==> src/rtl/maj_seq_eval.sv <==
// rtl/maj_seq_eval.sv - time-multiplexed 3-input majority network evaluator
// Optional node register debug port: define MAJ_SEQ_NODE_DBG_EN.
module maj_seq_eval #(
    parameter  int MAX_NODES = 8,
    localparam int SEL_W     = $clog2(8 + MAX_NODES),
    localparam int OP_W      = SEL_W + 1,
    localparam int AW        = (MAX_NODES > 1) ? $clog2(MAX_NODES) : 1
) (
    input  logic                  clk,
    input  logic                  rst,
    input  logic                  cfg_we,
    input  logic [AW-1:0]         cfg_addr,
    input  logic [3*OP_W-1:0]     cfg_data,
    input  logic [AW-1:0]         cfg_last,
    input  logic                  cfg_out_inv,
    output logic                  cfg_err,
    input  logic                  in_valid,
    output logic                  in_ready,
    input  logic [6:0]            x,
    output logic                  out_valid,
    input  logic                  out_ready,
`ifdef MAJ_SEQ_NODE_DBG_EN
    output logic [MAX_NODES-1:0]  node_vec,
`endif
    output logic                  out
);

    typedef enum logic [1:0] {S_IDLE, S_EVAL, S_DONE} state_t;

    state_t                state_q, state_d;
    logic [6:0]            x_q;
    logic [MAX_NODES-1:0]  node_q;
    logic [3*OP_W-1:0]     prog_q [MAX_NODES];
    logic [AW-1:0]         idx_q;
    logic [AW-1:0]         last_q;
    logic                  out_inv_q;
    logic                  cfg_err_q;
    logic [3*OP_W-1:0]     cur_word;
    logic                  op_a, op_b, op_c;
    logic                  node_val;
    logic                  cfg_ok;

    // Operand select: 0..6 input bits, 7 constant zero, 8+j node j (0 if j out of range)
    function automatic logic op_val(input logic [OP_W-1:0] op,
                                    input logic [6:0] xv,
                                    input logic [MAX_NODES-1:0] nv);
        logic [SEL_W-1:0] sel;
        logic [SEL_W-1:0] j;
        logic             v;
        sel = op[SEL_W-1:0];
        j   = sel - SEL_W'(8);
        v   = 1'b0;
        if (sel < SEL_W'(7))
            v = xv[sel[2:0]];
        else if (sel >= SEL_W'(8) && 32'(j) < MAX_NODES)
            v = nv[j[AW-1:0]];
        return v ^ op[OP_W-1];
    endfunction

    always_comb begin
        cur_word = prog_q[idx_q];
        op_a     = op_val(cur_word[OP_W-1:0], x_q, node_q);
        op_b     = op_val(cur_word[2*OP_W-1:OP_W], x_q, node_q);
        op_c     = op_val(cur_word[3*OP_W-1:2*OP_W], x_q, node_q);
        node_val = (op_a & op_b) | (op_a & op_c) | (op_b & op_c);
        cfg_ok   = cfg_we && (state_q == S_IDLE);
    end

    always_ff @(posedge clk) begin
        if (rst)
            state_q <= S_IDLE;
        else
            state_q <= state_d;
    end

    always_comb begin
        state_d = state_q;
        case (state_q)
            S_IDLE:  if (in_valid) state_d = S_EVAL;
            S_EVAL:  if (idx_q == last_q) state_d = S_DONE;
            S_DONE:  if (out_ready) state_d = S_IDLE;
            default: state_d = S_IDLE;
        endcase
    end

    always_comb begin
        in_ready  = (state_q == S_IDLE);
        out_valid = (state_q == S_DONE);
        out       = (state_q == S_DONE) ? (node_q[last_q] ^ out_inv_q) : 1'b0;
        cfg_err   = cfg_err_q;
    end

    always_ff @(posedge clk) begin
        if (rst) begin
            x_q       <= '0;
            node_q    <= '0;
            idx_q     <= '0;
            last_q    <= '0;
            out_inv_q <= 1'b0;
            cfg_err_q <= 1'b0;
            for (int i = 0; i < MAX_NODES; i++)
                prog_q[i] <= '0;
        end else begin
            cfg_err_q <= cfg_we && (state_q != S_IDLE);
            if (cfg_ok) begin
                if (32'(cfg_addr) < MAX_NODES)
                    prog_q[cfg_addr] <= cfg_data;
                if (32'(cfg_last) >= MAX_NODES)
                    last_q <= AW'(MAX_NODES - 1);
                else
                    last_q <= cfg_last;
                out_inv_q <= cfg_out_inv;
            end
            case (state_q)
                S_IDLE: begin
                    if (in_valid) begin
                        x_q    <= x;
                        node_q <= '0;
                        idx_q  <= '0;
                    end
                end
                S_EVAL: begin
                    node_q[idx_q] <= node_val;
                    if (idx_q != last_q)
                        idx_q <= idx_q + AW'(1);
                end
                default: ;
            endcase
        end
    end

`ifdef MAJ_SEQ_NODE_DBG_EN
    assign node_vec = node_q;
`endif

endmodule

==> config.mk <==
export PLATFORM = sky130hd
export DESIGN_NAME = maj_seq_eval
export DESIGN_NICKNAME = d
export VERILOG_FILES = /design/src/rtl/maj_seq_eval.sv
export SDC_FILE = /design/constraint.sdc
export NUM_CORES = 1
export LEC_CHECK = 0
export ABC_AREA = 1
export CORE_UTILIZATION = 35
export CTS_CLUSTER_DIAMETER = 200
export CTS_CLUSTER_SIZE = 25
export DETAILED_ROUTE_END_ITERATION = 12
export MAX_ROUTING_LAYER = met4
export SLEW_MARGIN = 15
export SYNTH_ARGS = -nofsm -noshare
export SYNTH_HDL_FRONTEND = slang
export SYNTH_SLANG_ARGS = --single-unit
==> constraint.sdc <==
create_clock -name clk -period 2.06 [get_ports clk]
set_clock_uncertainty 0.1 [all_clocks]
set_input_delay 0.206 -clock clk [delete_from_list [all_inputs] [get_ports clk]]
set_output_delay 0.206 -clock clk [all_outputs]
set_load 0.05 [all_outputs]
## Yosys cells after proc, flatten, opt, wreduce, memory -nomap -nowiden

Memory sizes are Yosys's and may differ from the RTL's. A register that Yosys moved wholly into a read port is not among the register bits.
Index checks and enable logic that the tools add are counted.

- Add/subtract/negate cells: 4
- Magnitude comparators: 18
- Bitwise operators: 9
- Equality and inequality tests: 8
- Multiplexer cells: 43
- Reductions and logical operators: 14

Operators by type and width:

| kind | number |
|---|---|
| $lt A3 B4 Y1 const B | 8 |
| $bmux W1 S3 | 7 |
| $mux W1 | 21 |
| $pmux W8 S2 | 1 |
| $mux W15 | 1 |
| $mux W3 | 5 |
| $reduce_or A15 Y1 | 1 |
| $ge A4 B4 Y1 const B | 3 |
| $lt A4 B3 Y1 const B | 3 |
| $lt A4 B4 Y1 const B | 3 |
| $sub A4 B4 Y4 const B | 3 |
| $bwmux W8 | 1 |
| $mux W8 | 1 |
| $logic_and A1 B1 Y1 | 6 |
| $mux W2 | 3 |
| $ne A2 B2 Y1 const B | 3 |
| $pmux W2 S3 | 1 |
| $pmux W3 S2 | 1 |
| $reduce_and A3 Y1 | 2 |
| $reduce_and A2 Y1 | 2 |
| $reduce_bool A2 Y1 | 2 |
| $xor A1 B1 Y1 | 4 |
| $add A3 B1 Y3 const B | 1 |
| $and A1 B1 Y1 | 3 |
| other kinds (9) | 10 |

- Bits in writable memories: 120
- Logic and storage cells: 104
- Output and inout port bits: 4
- Memories: 1
- Bits in registers: 25
- Input bits: 34

Memories:

| name | words | width | rd ports | clocked after Yosys merged registers in | write ports | RTL line | text |
|---|---|---|---|---|---|---|---|
| prog_q | 8 | 15 | 1 | 1 | 8 | 33 | `logic [3*OP_W-1:0] prog_q [MAX_NODES];` |

## Depth between registers and ports, before layout

Gate-level depths: netlist of run 1.

- Depth in word-level cells: 11
- Mapped depth: 20
- Depth with buffers taken out: 18

## Least setup slack after synthesis of run 1

Ideal clock, no wire load.

- Kind: register to register
- From: reg state_q[1]
- To: mem prog_q[0][0] in the netlist's numbering, enable pin
- Setup slack: -0.763 ns
- Period minus slack after synthesis: 2.823 ns
- Buffers on the path: 1
- Library setup time: 0.366 ns
- Data required time: 1.594 ns
- Arrival: 2.357 ns
- Cell stages (with the launch flop): 9
- Cells stage by stage: dfxtp_1 -> nor2_1 -> inv_1 -> nor2_1 -> nand2_1 -> nor2_1 -> nand2_1 -> clkbuf_1 -> nand2_1

RTL lines:

| element | RTL line | text |
|---|---|---|
| start, declared | 30 | `state_t state_q, state_d;` |
| start signal, assigned | 73 | `state_q <= state_d;` |
| end, declared | 33 |  |

==> impl_metrics.py, run 1 <==
metrics = {
    "outcome": {
        "status": "finished, violations left",
        "violations": "negative setup slack",
    },
    "synthesis": {
        "synth_edf_count": 120,
        "syn_area_mm2": 0.00755,
        "syn_area_per_cell_um2": 8.93,
        "synth-seq-cells": 148,
        "synth_cell_types": 33,
        "async_flop_share_pct": 0,
        "ys_warn_count": 0,
        "synthCells": 845,
        "ys_seq_area_share_pct": 55.2,
        "ys.flop_type": "edfxtp_1",
        "synth_fp_nets": 880,
    },
    "detailed_routing": {
        "dr.max_layer_used": "met4",
        "first_pass_iters": 7,
        "drt-met1-wl_um": 9210,
        "wl_per_cell_um": 17.1,
        "routed-wl-met2_um": 9840,
        "vias": 6090,
        "drcViolationCount": 0,
        "wl_um": 20900,
        "ant_nets": 0,
        "via_per_inst": 4.99,
        "wl_met3_um": 1510,
        "drtIter0Drc": 546,
    },
    "pwr": {
        "power_leakage_nw": 3.99,
        "seqPwrFrac_pct": 38.4,
        "pwr-share-clk_pct": 34.0,
        "ir_drop_mv": 0.463,
        "combPwrFrac_pct": 27.6,
        "powerDensity_mw_per_mm2": 941,
        "p_switching_mw": 2.89,
        "switching_share_pct": 31.8,
        "internal-power_mw": 6.18,
    },
    "grt": {
        "grt_usage_pct": 19.7,
        "grt_pass1_vias": 5827,
        "grt.overflow.total": 0,
        "antenna_found_initial": 0,
        "grt_pass1_wl_um": 31600,
        "grt_max_degree": 42,
    },
    "cts": {
        "cts_tree": "built",
        "numClockSinks": 148,
        "clk_latency_ns": 0.42,
        "htreeDepth": 4,
        "hold_buffers": 0,
        "cts.path.max_buffers": 2,
        "clk_pin_slew_ns": 0.07,
        "cts_buffers": 17,
        "cts_root_buf": "clkbuf_16",
    },
    "die": {
        "row_count": 53,
        "start_util_pct": 35.8,
        "coreArea_mm2": 0.0211,
        "num_io_pins": 38,
        "die_h_um": 149,
        "die_w_um": 149,
        "dieArea_mm2": 0.0222,
    },
    "setup_path": {
        "cp_slowest_stage_delay_ns": 0.37,
        "cpMaxStageDelayCell": "dfxtp_4",
        "crit_top_cell": "nand3_1",
        "critPathTopFamily": "simple AND/OR/NAND/NOR gates",
        "cp_num_buf_inv": 3,
        "crit_path_end_kind": "flop",
        "path_cells": "buf_12 > buf_12 > clkinv_16 > o21ai_1 > nand3_1 > nand2_2 > nand3_1 > nand3_1 > nand3_1 > nand2_2 > nand2_1 > nand2_1 > nand2_1 > nand2_2 > nand2_4 > a21oi_2",
        "critPathKind": "reg -> reg",
        "worstPathRequired_ns": 2.31,
        "critPathMaxFanout": 20,
        "arrival_ns": 2.53,
        "cp-start-kind": "flop",
    },
    "min_path": {
        "hold_class": "in -> reg",
    },
    "place": {
        "detailed_place_hpwl_um": 12900,
        "placed_cells": 1166,
        "gp_congestion": 0.890,
        "place_area_mm2": 0.00851,
        "portBuffers": 37,
    },
    "timing": {
        "slew_viol_final": 0,
        "rsz0062_at_grt": "yes",
        "setup_viol": 9,
        "hold_viol": 0,
        "tightest_slew_ns": 0.498,
        "fin_crit_ns": 2.29,
        "fmax_ghz": 0.437,
        "worst_slack_ns": -0.227,
        "relSlewSlack_pct": 66.7,
        "fin_crit_sh_pct": 111,
    },
    "finish": {
        "diodes": 0,
        "drive_gt1_share_pct": 22.5,
        "fill_cells": 1982,
        "finalNetCount": 968,
        "stdcell_count": 1220,
        "final_area_mm2": 0.00963,
        "syn_to_final_growth_pct": 27.6,
    },
    "flow_run": {
        "max_cap_viol_count": 0,
    },
}
[power groups by stage]
stage          clock, mW  combinational [mW]  sequential, mW
2_1_floorplan          0                1.52            3.51
3_3_place_gp           0                2.03            3.54
3_5_place_dp           0                2.05            3.54
4_1_cts             3.10                2.08            3.49
5_1_grt             3.23                2.74            3.49
6_report            3.08                2.51            3.48
[tightest hold or removal path, cell delays in order]
cell and delay, ns:
clkdlybuf4s50_1 0.41, inv_1 0.07, nor3_1 0.05
[flip-flops by register name, summed over array words and instances (netlist names), named ones only]
register   flops
state_q        2
last_q         3
x_q            7
idx_q          3
cfg_err        1
node_q         8
prog_q       120
out_inv_q      1
[final timing paths]
path / cells past startpoint / slack, ns / endpoint / startpoint
worst max-delay path: 16 / -0.23 / node_q[0] / flop
worst min-delay path: 3 / 0.26 / cfg_err / cfg_we
worst max register to register: 16 / -0.23 / node_q[0] / flop
worst min register to register: 2 / 0.42 / cfg_err / state_q[0]
[layout by cell type (no fill, tap or decap), drive strengths merged]
cell / instances
nor2: 205
nand2: 160
edfxtp: 120
inv: 97
nand3: 90
buf: 62
o21ai: 59
clkdlybuf4s50: 34
a21oi: 30
dfxtp: 28
clkbuf: 22
o22ai: 5
a32o: 5
clkinv: 5
xnor2: 4
nor3: 4
nand3b: 3
bufinv: 2
clkinvlp: 2
a32oi: 2
o221ai: 1
a211oi: 1
o211ai: 1
o21a: 1
ha: 1
dlymetal6s2s: 1
[layer usage]
metal  track usage (%)  vias to the layer above
met5                 -                        -
met3              3.73                       29
met4              7.04                        0
li1                  -                     2964
met2              30.4                      234
met1              25.8                     2863
[timing repair]
item | in CTS | in global routing
endpoints found under the setup margin | 9 | 135
pin swaps | 1 | 26
gates cloned | 0 | 5
setup buffers | 0 | 18
gates resized for setup | 12 | 76
[layout make-up]
cell class                 instances  area (um^2)  share of cell area, %
inverter                          90          372                   3.86
clock inverter                    13          146                   1.52
timing repair inverter             3         55.1                  0.571
sequential                       148         4180                   43.4
timing repair buffer             101         1140                   11.9
multi-input combinational        572         2960                   30.8
tap                              275          344                   3.57
clock buffer                      18          429                   4.45
[through the flow]
stage | worst slack [ns] | util, % | total power [mW] | hold slack, ns | setup TNS [ns]
2_1_floorplan | -0.158 | - | 5.03 | 0.178 | -18.98
3_3_place_gp | -0.148 | 40.3 | 5.57 | 0.417 | -11.43
3_5_place_dp | -0.185 | 40.3 | 5.59 | 0.429 | -14.84
4_1_cts | -0.122 | 43.3 | 8.67 | 0.250 | -0.969
5_1_grt | -0.343 | 45.7 | 9.47 | 0.271 | -2.76
6_report | -0.227 | 45.7 | 9.07 | 0.258 | -1.73
[cells by family after synthesis]
group,synth area share [%]
flip-flops,55.2
AND/OR/NAND/NOR,27.8
adder cells (fa/ha/maj),0.166
XOR/XNOR,0.464
AO/OA/AOI/OAI,8.17
buffers and inverters,8.27
[synthesized netlist by cell type (5+ instances only)]
| master | count | area share, % |
|---|---|---|
| nor2_1 | 205 | 10 |
| nand2_1 | 142 | 7.1 |
| edfxtp_1 | 120 | 48 |
| inv_1 | 85 | 4.2 |
| nand3_1 | 65 | 4.3 |
| o21ai_0 | 32 | 2.1 |
| dfxtp_1 | 28 | 7.4 |
| o21ai_1 | 24 | 1.6 |
| a21oi_1 | 22 | 1.5 |
| nand3_2 | 20 | 2.7 |
| nand2_2 | 13 | 1.1 |
| buf_6 | 12 | 1.8 |
| clkbuf_1 | 11 | 0.55 |
| a21oi_2 | 8 | 0.93 |
| a32o_1 | 5 | 0.66 |
| buf_2 | 5 | 0.33 |
| nand2_4 | 5 | 0.75 |
| nand3_4 | 5 | 1.2 |
| o22ai_1 | 5 | 0.41 |
Power figures use the tool's default switching activity.
==> run 2: changes to the inputs <==
--- a/config.mk
+++ b/config.mk
@@ -7,7 +7,7 @@
 export LEC_CHECK = 0
 export ABC_AREA = 1
 export CORE_UTILIZATION = 35
-export CTS_CLUSTER_DIAMETER = 200
+export CTS_CLUSTER_DIAMETER = 150
 export CTS_CLUSTER_SIZE = 25
 export DETAILED_ROUTE_END_ITERATION = 12
 export MAX_ROUTING_LAYER = met4
==> results of run 2 <==
Final layout, timing and power as in run 1 (identical DEF).
==> run 3: changes to the inputs <==
--- a/config.mk
+++ b/config.mk
@@ -6,11 +6,14 @@
 export NUM_CORES = 1
 export LEC_CHECK = 0
 export ABC_AREA = 1
+export CORE_MARGIN = 10
 export CORE_UTILIZATION = 35
 export CTS_CLUSTER_DIAMETER = 150
 export CTS_CLUSTER_SIZE = 25
 export DETAILED_ROUTE_END_ITERATION = 12
+export HOLD_SLACK_MARGIN = 0.02
 export MAX_ROUTING_LAYER = met4
+export PLACE_DENSITY = 0.62
 export SLEW_MARGIN = 15
 export SYNTH_ARGS = -nofsm -noshare
 export SYNTH_HDL_FRONTEND = slang
==> run 3 against run 2 <==
Effect of this change:
- the run still ends with negative setup slack left
- critical endpoint is now node_q[1]
- worst setup slack got worse by 0.014 ns
- first-iteration DRC count is 2.2% lower
- critical path depth unchanged
- final cell count hardly changed
- fmax is 0.60% lower
- non-clock buffer count rose by 1
- sequential share of layout area is 0.14 points lower
- sequential power about the same
- sequential cell count stayed put
- design area up 0.29%
- highest routed layer unchanged
- critical path type unchanged
- routed wire length grew 1.8%
==> impl_metrics.py, run 3 (same netlist as run 1, synthesis figures left out) <==
metrics = {
    "die": {
        "dieArea_mm2": 0.0278,
        "num_io_pins": 38,
        "die_w_um": 167,
        "start_util_pct": 35.8,
        "coreArea_mm2": 0.0211,
        "die_h_um": 167,
        "row_count": 53,
    },
    "grt": {
        "grt_pass1_vias": 5894,
        "grt_usage_pct": 15.4,
        "antenna_found_initial": 0,
        "grt_pass1_wl_um": 32800,
        "grt.overflow.total": 0,
        "grt_max_degree": 31,
    },
    "timing": {
        "worst_slack_ns": -0.240,
        "setup_viol": 9,
        "fin_setup_tns_ns": -1.83,
        "tightest_slew_ns": 0.519,
        "relSlewSlack_pct": 65.3,
        "slew_viol_final": 0,
        "fmax_ghz": 0.435,
        "fin_crit_sh_pct": 112,
        "rsz0062_at_grt": "yes",
        "fin_crit_ns": 2.30,
        "hold_viol": 0,
    },
    "detailed_routing": {
        "vias": 6091,
        "wl_um": 21300,
        "first_pass_iters": 5,
        "ant_nets": 0,
        "via_per_inst": 4.99,
        "wl_per_cell_um": 17.4,
        "drcViolationCount": 0,
        "drtIter0Drc": 534,
    },
    "setup_path": {
        "cpMaxStageDelayCell": "dfxtp_4",
        "timing.rr.end": "node_q[1]",
        "worstPathRequired_ns": 2.33,
        "arrival_ns": 2.57,
        "critPathMaxFanout": 9,
        "reg2reg_slack_ns": -0.24,
        "reg2reg_depth": 16,
        "crit_path_end_kind": "flop",
        "critPathKind": "reg -> reg",
        "cp_slowest_stage_delay_ns": 0.40,
        "path_cells": "buf_12 > inv_16 > buf_12 > o21ai_2 > nand3_2 > o21ai_4 > inv_2 > nand3_1 > nand3b_1 > nand3b_1 > nand2_2 > nand2_2 > nand2_4 > nand2_4 > nand2_8 > a21oi_2",
        "cp-start-kind": "flop",
    },
    "outcome": {
        "status": "finished, violations left",
        "violations": "negative setup slack",
    },
    "cts": {
        "cts_buffers": 17,
        "clk_pin_slew_ns": 0.07,
        "numClockSinks": 148,
        "cts_root_buf": "clkbuf_16",
        "htreeDepth": 4,
        "clk_latency_ns": 0.44,
        "cts.path.max_buffers": 2,
        "cts_tree": "built",
    },
    "finish": {
        "finalNetCount": 969,
        "layout_commonest_cell": "nor2_1",
        "reg_top3": "prog_q (120), node_q (8), x_q (7)",
        "drive_gt1_share_pct": 24.3,
        "top_register": "prog_q",
        "diodes": 0,
        "syn_to_final_growth_pct": 28.0,
        "layout_common_cells": "nor2_1, nand2_1, edfxtp_1, inv_1, nand3_1",
        "largest_reg_flops": 120,
        "fill_cells": 1957,
    },
    "pwr": {
        "powerDensity_mw_per_mm2": 971,
        "p_switching_mw": 2.98,
        "seqPwrFrac_pct": 37.2,
        "combPwrFrac_pct": 26.8,
        "ir_drop_mv": 0.600,
        "pwr-share-clk_pct": 36.0,
        "switching_share_pct": 31.8,
        "power_leakage_nw": 4.02,
        "total_power_mw": 9.38,
        "internal-power_mw": 6.40,
    },
    "place": {
        "portBuffers": 37,
        "gp_congestion": 0.890,
        "dp_slack_ns": -0.257,
        "detailed_place_hpwl_um": 13800,
    },
    "min_path": {
        "hold_start": "cfg_we",
        "hold_class": "in -> reg",
        "hold_path_depth": 3,
        "whs_endpoint": "cfg_err",
    },
    "flow_run": {
        "max_cap_viol_count": 0,
    },
}
## run 3: timing repair
item,4_1_cts,5_1_grt
cloned,3,0
hold buffers,0,0
gates resized for setup,50,53
setup endpoints to repair,9,10
buffers inserted,8,6
pin swaps,13,30
## run 3: how the worst max path moves through the flow
stage | start | end | cells after the start
6_report | flop | node_q[1] | 16
5_1_grt | flop | node_q[5] | 17
4_1_cts | flop | node_q[4] | 15
3_5_place_dp | flop | node_q[4] | 16
3_3_place_gp | flop | node_q[5] | 16
2_1_floorplan | state_q[1] | prog_q[0][0] | 8
## run 3: power groups by stage
stage	combinational, mW	clock (mW)	sequential [mW]
after floorplan	1.52	0	3.51
after global placement	2.06	0	3.54
after detailed placement	2.07	0	3.54
after CTS	2.27	3.40	3.48
after global routing	2.74	3.54	3.50
final	2.52	3.37	3.49
## run 3: stage by stage
stage | instance area [um^2] | util (%) | instances | hold slack (ns)
4_1_cts | 9430 | 44.7 | 1215 | 0.235
6_report | 9660 | 45.8 | 1221 | 0.249
5_1_grt | 9660 | 45.8 | 1221 | 0.273
2_1_floorplan | 7580 | - | 845 | 0.178
3_3_place_gp | 8560 | 40.6 | 1173 | 0.419
3_5_place_dp | 8560 | 40.6 | 1173 | 0.442
## run 3: layout make-up
cell class	count	area, um^2	share of cell area (%)
Multi-Input combinational cell	572	3020	31.2
Clock buffer	18	429	4.44
Timing Repair Buffer	102	1100	11.3
Clock inverter	13	199	2.06
Timing Repair inverter	3	33.8	0.350
Sequential cell	148	4180	43.3
Inverter	90	362	3.74
Tap cell	275	344	3.56
## run 3: worst max-delay path, delay by kind of cell (launching register included)
family | cells | cell delay [ns]
AO/OA/AOI/OAI | 3 | 0.42
AND/OR/NAND/NOR | 9 | 0.83
buffers and inverters | 4 | 0.46
flip-flops | 1 | 0.40
## run 3: layer usage
layer	global-route usage [%]	routed length (um)	part of all wire (%)
met1	19.1	9600	45
met2	24.5	10100	48
met3	4.00	1320	6.2
met4	3.63	208	0.98
met5	-	0	0
